$ cat config.mk
export PLATFORM = sky130hd
export DESIGN_NAME = bcm_sym_packer_flat
export DESIGN_NICKNAME = d
export VERILOG_FILES = /design/src/rtl/bcm_sym_packer_if.sv /design/src/rtl/bcm_sym_packer.sv /design/src/flat_wrapper.sv
export SDC_FILE = /design/constraint.sdc
export NUM_CORES = 1
export LEC_CHECK = 0
export ABC_CLOCK_PERIOD_IN_PS = 5400
export BUFFER_PORTS_ARGS = -buffer_cell sky130_fd_sc_hd__buf_2
export CAP_MARGIN = 30
export CORE_MARGIN = 2
export CORE_UTILIZATION = 60
export CTS_BUF_LIST = sky130_fd_sc_hd__clkbuf_4 sky130_fd_sc_hd__clkbuf_8
export CTS_CLUSTER_DIAMETER = 120
export CTS_CLUSTER_SIZE = 20
export DETAILED_ROUTE_END_ITERATION = 16
export HOLD_SLACK_MARGIN = 0.05
export PLACE_DENSITY = 0.88
export SLEW_MARGIN = 10
export SYNTH_ARGS = -nofsm -noshare
export SYNTH_HDL_FRONTEND = slang
export SYNTH_SLANG_ARGS = --single-unit
$ cat constraint.sdc
create_clock -name clk -period 5.4 [get_ports clk]
set_clock_uncertainty 0.15 [all_clocks]
set_input_delay 0.54 -clock clk [delete_from_list [all_inputs] [get_ports clk]]
set_output_delay 0.54 -clock clk [all_outputs]
set_load 0.02 [all_outputs]
$ cat src/rtl/bcm_sym_packer_if.sv
// Symbol-in / word-out handshake bundle for the symbol packer.
// Signal names match the packer's port list.
interface bcm_sym_packer_if #(
  parameter int SYM_W = 2,
  parameter int N_SYM = 4,
  parameter int CNT_W = $clog2(N_SYM) + 1
);
  logic                     in_valid;
  logic [SYM_W-1:0]         in_sym;
  logic                     in_ready;
  logic                     flush;
  logic                     out_valid;
  logic [SYM_W*N_SYM-1:0]   out_word;
  logic [CNT_W-1:0]         out_cnt;
  logic                     out_ready;

  modport master (
    output in_valid, in_sym, flush, out_ready,
    input  in_ready, out_valid, out_word, out_cnt
  );

  modport slave (
    input  in_valid, in_sym, flush, out_ready,
    output in_ready, out_valid, out_word, out_cnt
  );
endinterface

$ cat src/rtl/bcm_sym_packer.sv
// Packs N_SYM converter symbols per word, first symbol in the LSBs.
// One-entry registered output; flush emits a partial word with its count.
module bcm_sym_packer #(
  parameter int SYM_W = 2,
  parameter int N_SYM = 4,
  parameter int CNT_W = $clog2(N_SYM) + 1
) (
  input logic             clk,
  input logic             rst_b,
  bcm_sym_packer_if.slave bus
);
  localparam int WW = SYM_W * N_SYM;

  typedef enum logic [1:0] {
    COLLECT,
    FULL,
    FLUSH_PEND
  } state_t;

  state_t           state, state_n;
  logic [WW-1:0]    acc, acc_n, full_word;
  logic [CNT_W-1:0] cnt, cnt_n;
  logic             flush_pend, fp_n;
  logic             out_valid;
  logic [WW-1:0]    out_word;
  logic [CNT_W-1:0] out_cnt;
  logic             in_ready;
  logic             slot_free;
  logic             load;
  logic [WW-1:0]    ld_word;
  logic [CNT_W-1:0] ld_cnt;

  assign slot_free = ~out_valid | bus.out_ready;

  always_comb begin
    full_word = acc;
    full_word[(N_SYM-1)*SYM_W +: SYM_W] = bus.in_sym;
  end

  always_comb begin
    state_n  = state;
    acc_n    = acc;
    cnt_n    = cnt;
    fp_n     = flush_pend;
    load     = 1'b0;
    ld_word  = acc;
    ld_cnt   = cnt;
    in_ready = 1'b0;
    unique case (state)
      COLLECT: begin
        in_ready = ~bus.flush & ~flush_pend;
        if (bus.flush) begin
          // A flush on an empty accumulator has nothing to emit.
          if (cnt != '0) begin
            if (slot_free) begin
              load  = 1'b1;
              acc_n = '0;
              cnt_n = '0;
            end else begin
              fp_n    = 1'b1;
              state_n = FLUSH_PEND;
            end
          end
        end else if (bus.in_valid) begin
          if (cnt < CNT_W'(N_SYM - 1)) begin
            for (int k = 0; k < N_SYM - 1; k++) begin
              if (cnt == CNT_W'(k)) acc_n[k*SYM_W +: SYM_W] = bus.in_sym;
            end
            cnt_n = cnt + 1'b1;
          end else if (slot_free) begin
            load    = 1'b1;
            ld_word = full_word;
            ld_cnt  = CNT_W'(N_SYM);
            acc_n   = '0;
            cnt_n   = '0;
          end else begin
            acc_n   = full_word;
            cnt_n   = CNT_W'(N_SYM);
            state_n = FULL;
          end
        end
      end
      FULL: begin
        if (slot_free) begin
          load    = 1'b1;
          ld_cnt  = CNT_W'(N_SYM);
          acc_n   = '0;
          cnt_n   = '0;
          state_n = COLLECT;
        end
      end
      FLUSH_PEND: begin
        if (slot_free) begin
          load    = 1'b1;
          acc_n   = '0;
          cnt_n   = '0;
          fp_n    = 1'b0;
          state_n = COLLECT;
        end
      end
      default: state_n = COLLECT;
    endcase
  end

  always_ff @(posedge clk or negedge rst_b) begin
    if (!rst_b) begin
      state      <= COLLECT;
      acc        <= '0;
      cnt        <= '0;
      flush_pend <= 1'b0;
    end else begin
      state      <= state_n;
      acc        <= acc_n;
      cnt        <= cnt_n;
      flush_pend <= fp_n;
    end
  end

  // Load wins over a plain drain, giving back-to-back words without a bubble.
  always_ff @(posedge clk or negedge rst_b) begin
    if (!rst_b) begin
      out_valid <= 1'b0;
      out_word  <= '0;
      out_cnt   <= '0;
    end else if (load) begin
      out_valid <= 1'b1;
      out_word  <= ld_word;
      out_cnt   <= ld_cnt;
    end else if (out_valid && bus.out_ready) begin
      out_valid <= 1'b0;
    end
  end

  assign bus.in_ready  = in_ready;
  assign bus.out_valid = out_valid;
  assign bus.out_word  = out_word;
  assign bus.out_cnt   = out_cnt;
endmodule
$ cat src/flat_wrapper.sv
// flat-port wrapper written by rule: the top's interface ports become plain ports
module bcm_sym_packer_flat 
#(
  parameter int SYM_W = 2,
  parameter int N_SYM = 4,
  parameter int CNT_W = $clog2(N_SYM) + 1
)
  (clk, rst_b, bus_in_valid, bus_in_sym, bus_flush, bus_out_ready, bus_in_ready, bus_out_valid, bus_out_word, bus_out_cnt);
  bcm_sym_packer_if #(.SYM_W(SYM_W), .N_SYM(N_SYM), .CNT_W(CNT_W)) bus_i ();
  input logic clk;
  input logic rst_b;
  input wire logic [$bits(bus_i.in_valid)-1:0] bus_in_valid;
  input wire logic [$bits(bus_i.in_sym)-1:0] bus_in_sym;
  input wire logic [$bits(bus_i.flush)-1:0] bus_flush;
  input wire logic [$bits(bus_i.out_ready)-1:0] bus_out_ready;
  output wire logic [$bits(bus_i.in_ready)-1:0] bus_in_ready;
  output wire logic [$bits(bus_i.out_valid)-1:0] bus_out_valid;
  output wire logic [$bits(bus_i.out_word)-1:0] bus_out_word;
  output wire logic [$bits(bus_i.out_cnt)-1:0] bus_out_cnt;
  assign bus_i.in_valid = bus_in_valid;
  assign bus_i.in_sym = bus_in_sym;
  assign bus_i.flush = bus_flush;
  assign bus_i.out_ready = bus_out_ready;
  assign bus_in_ready = bus_i.in_ready;
  assign bus_out_valid = bus_i.out_valid;
  assign bus_out_word = bus_i.out_word;
  assign bus_out_cnt = bus_i.out_cnt;
  bcm_sym_packer #(.SYM_W(SYM_W), .N_SYM(N_SYM), .CNT_W(CNT_W)) u_core (.clk(clk), .rst_b(rst_b), .bus(bus_i));
endmodule
==> flow_summary.json <==
{
  "die-width_um": 53.75,
  "nNetsFinal": 174,
  "placed_area_mm2": 0.001572,
  "die_height_um": 53.75,
  "overflow": 0,
  "peakVddDrop_v": 0.0004519,
  "worst-setup-path-type": "flop to output port",
  "drc": 0,
  "grt_first_pass_wirelength_um": 4864,
  "worstSkewPairLatency_ns": 0.33,
  "wl_per_cell_um": 15.33,
  "tightest_slew_ns": 0.5601,
  "crit_top_cell": "inv_1",
  "stdcell_area_mm2": 0.001634,
  "vias": 1115,
  "cp_max_fo": 13,
  "finalHoldViolations": 0,
  "die_area_mm2": 0.002889,
  "crit_chain": "inv_1, ha_1, inv_1, nor3_1, buf_2",
  "period_needed_ns": 2.498,
  "post-route-period-util_pct": 46.27,
  "cp_slowest_cell": "dfrtp_1",
  "drtIter0Drc": 27,
  "crit_path_end_kind": "output port",
  "first_global_vias": 1025,
  "hp-class": "input pin to flop",
  "vias_per_cell": 5.899,
  "antennaDiodeCount": 0,
  "cts_max_level": 1,
  "finalWirelength_um": 2898,
  "clock.fmax_ghz": 0.4002,
  "setup_viol": 0,
  "status": "complete, no violations",
  "dr.pass1.iters": 4,
  "ys_seq_elements": 26,
  "synthFlopType": "dfrtp_1",
  "slew_headroom_pct": 62.66,
  "cts_resized": 0,
  "synth_commonest_cells": "dfrtp_1 (26), nand2_1 (20), inv_1 (10)",
  "tns_ns": 0,
  "rsz0062_at_grt": "false",
  "dp_cells": 184,
  "cts_tree": "built",
  "drv_slew": 0,
  "grt_antenna_before_repair": 0,
  "rows": 18,
  "syn_inst": 141,
  "cp.required_ns": 4.71,
  "seq_area_frac_synth_pct": 43.81,
  "grt.total_usage_pct": 23.28,
  "power_uw": 921.5,
  "start_util_pct": 61.63,
  "core_area_mm2": 0.002410,
  "cts.sinks": 26,
  "holdBufCountCts": 1,
  "ys_types": 40,
  "cts_root_buf": "clkbuf_4",
  "num_io_pins": 20,
  "clkTransAtPathRegs_ns": 0.15,
  "crit_path_start_kind": "flop",
  "cellLeakagePower_uw": 0.0008059,
  "instances_no_fill": 189,
  "synth_fp_nets": 155,
  "ant_nets": 0,
  "netlist_area_mm2": 0.001485,
  "cts_setup_buffers": 0,
  "io_buffers": 19,
  "avgSynthCellArea_um2": 10.53,
  "cts_buffers": 3,
  "ys_top_cells_by_area": "dfrtp_1 (44%), ha_1 (5.9%), mux2_4 (5.1%)",
  "drv_cap": 0,
  "synthArstFlopShare_pct": 100.0,
  "synth_edf_count": 0,
  "powerDensity_mw_per_mm2": 563.9,
  "yosysMostFrequentCell": "dfrtp_1",
  "dpl.hpwl_um": 2175,
  "ys_warn_count": 0,
  "netlist.area_leader.share_pct": 43.81,
  "gp_congestion": 0.8865,
  "worstPathArrival_ns": 1.81,
  "drive_gt1_share_pct": 23.27,
  "yosys.area.top_type": "dfrtp_1",
  "syn2layout_area_growth_pct": 10.03,
  "grt_max_degree": 27,
  "crit_path_max_incr_delay_ns": 0.45,
  "clock_path_buffers": 2
}
[layout by cell type (no fill, tap or decap), drive strengths merged, types with 2 or more instances in the layout]
cell type	count
nor4	2
a22o	5
nor3b	3
o2bb2ai	8
nand2b	2
inv	10
a21oi	5
dfrtp	26
mux2	7
mux2i	4
nand3	6
clkbuf	3
buf	19
a21o	2
o221ai	3
o21ai	4
or2	2
nor3	2
nor2b	2
ha	7
nor2	4
nand2	20
[critical path: cells and delay by family (launching register included)]
family	cells	cell delay (ns)
simple gates	1	0.18
fa+ha+maj	1	0.38
flops	1	0.45
buf+inv	3	0.46
[flip-flops by register name, indices dropped and copies added (netlist names)]
name / cells
u_core.acc: 8
u_core.bus.out_word: 8
u_core.state: 2
u_core.flush_pend: 1
u_core.bus.out_cnt: 3
u_core.bus.out_valid: 1
u_core.cnt: 3
[final timing paths]
path                            startpoint                      to  depth (start not counted)  slack [ns]
max                        u_core.state[0]            bus_in_ready                          5        2.90
min                          bus_in_sym[0]           u_core.acc[6]                          2        0.31
max reg2reg                  u_core.cnt[0]  u_core.bus.out_word[0]                          6        3.16
min reg2reg                  u_core.acc[3]  u_core.bus.out_word[3]                          1        0.36
max in group asynchronous            rst_b           u_core.acc[3]                          2        4.16
min in group asynchronous            rst_b         u_core.state[0]                          2        0.56
[routing by layer]
metal	track usage, %	share of wire [%]	up-vias
li1	-	-	543
met1	32.98	47	536
met2	36.38	47	34
met3	5.833	5.5	2
met4	3.846	0.28	0
met5	0	0	-
[stage by stage]
step                setup WS [ns]  hold slack, ns  util [%]
floorplan                   3.212         0.09441         -
global placement            3.250          0.3260     65.21
detailed placement          3.198          0.3266     65.21
global route                2.702          0.2846     67.81
finish                      2.902          0.3095     67.81
CTS                         2.911          0.2979     67.81
[cell type report]
type | instances | area, um2
inverters | 10 | 37.54
repair buffers | 20 | 105.1
fillers | 188 | 775.7
flip-flops and latches | 26 | 650.6
clock inverters | 1 | 30.03
well taps | 30 | 37.54
clock buffers | 3 | 22.52
multi-input cells | 99 | 750.7
[report_power, final]
group          total [uW]  switching [uW]  internal [uW]  leakage (uW)
clock network         133            57.6           75.1     0.0000279
logic                 471             270            201      0.000436
registers             318            54.4            264      0.000342
total                 922             382            540      0.000806
[cells by family after synthesis]
group                    share of synthesized area, %
AND/OR/NAND/NOR                                 17.27
AO/OA/AOI/OAI                                   18.11
flip-flops                                      43.81
buffers and inverters                           5.644
multiplexers                                    9.267
adder cells (fa/ha/maj)                         5.897
No activity file was read; power rests on OpenSTA's default activity.
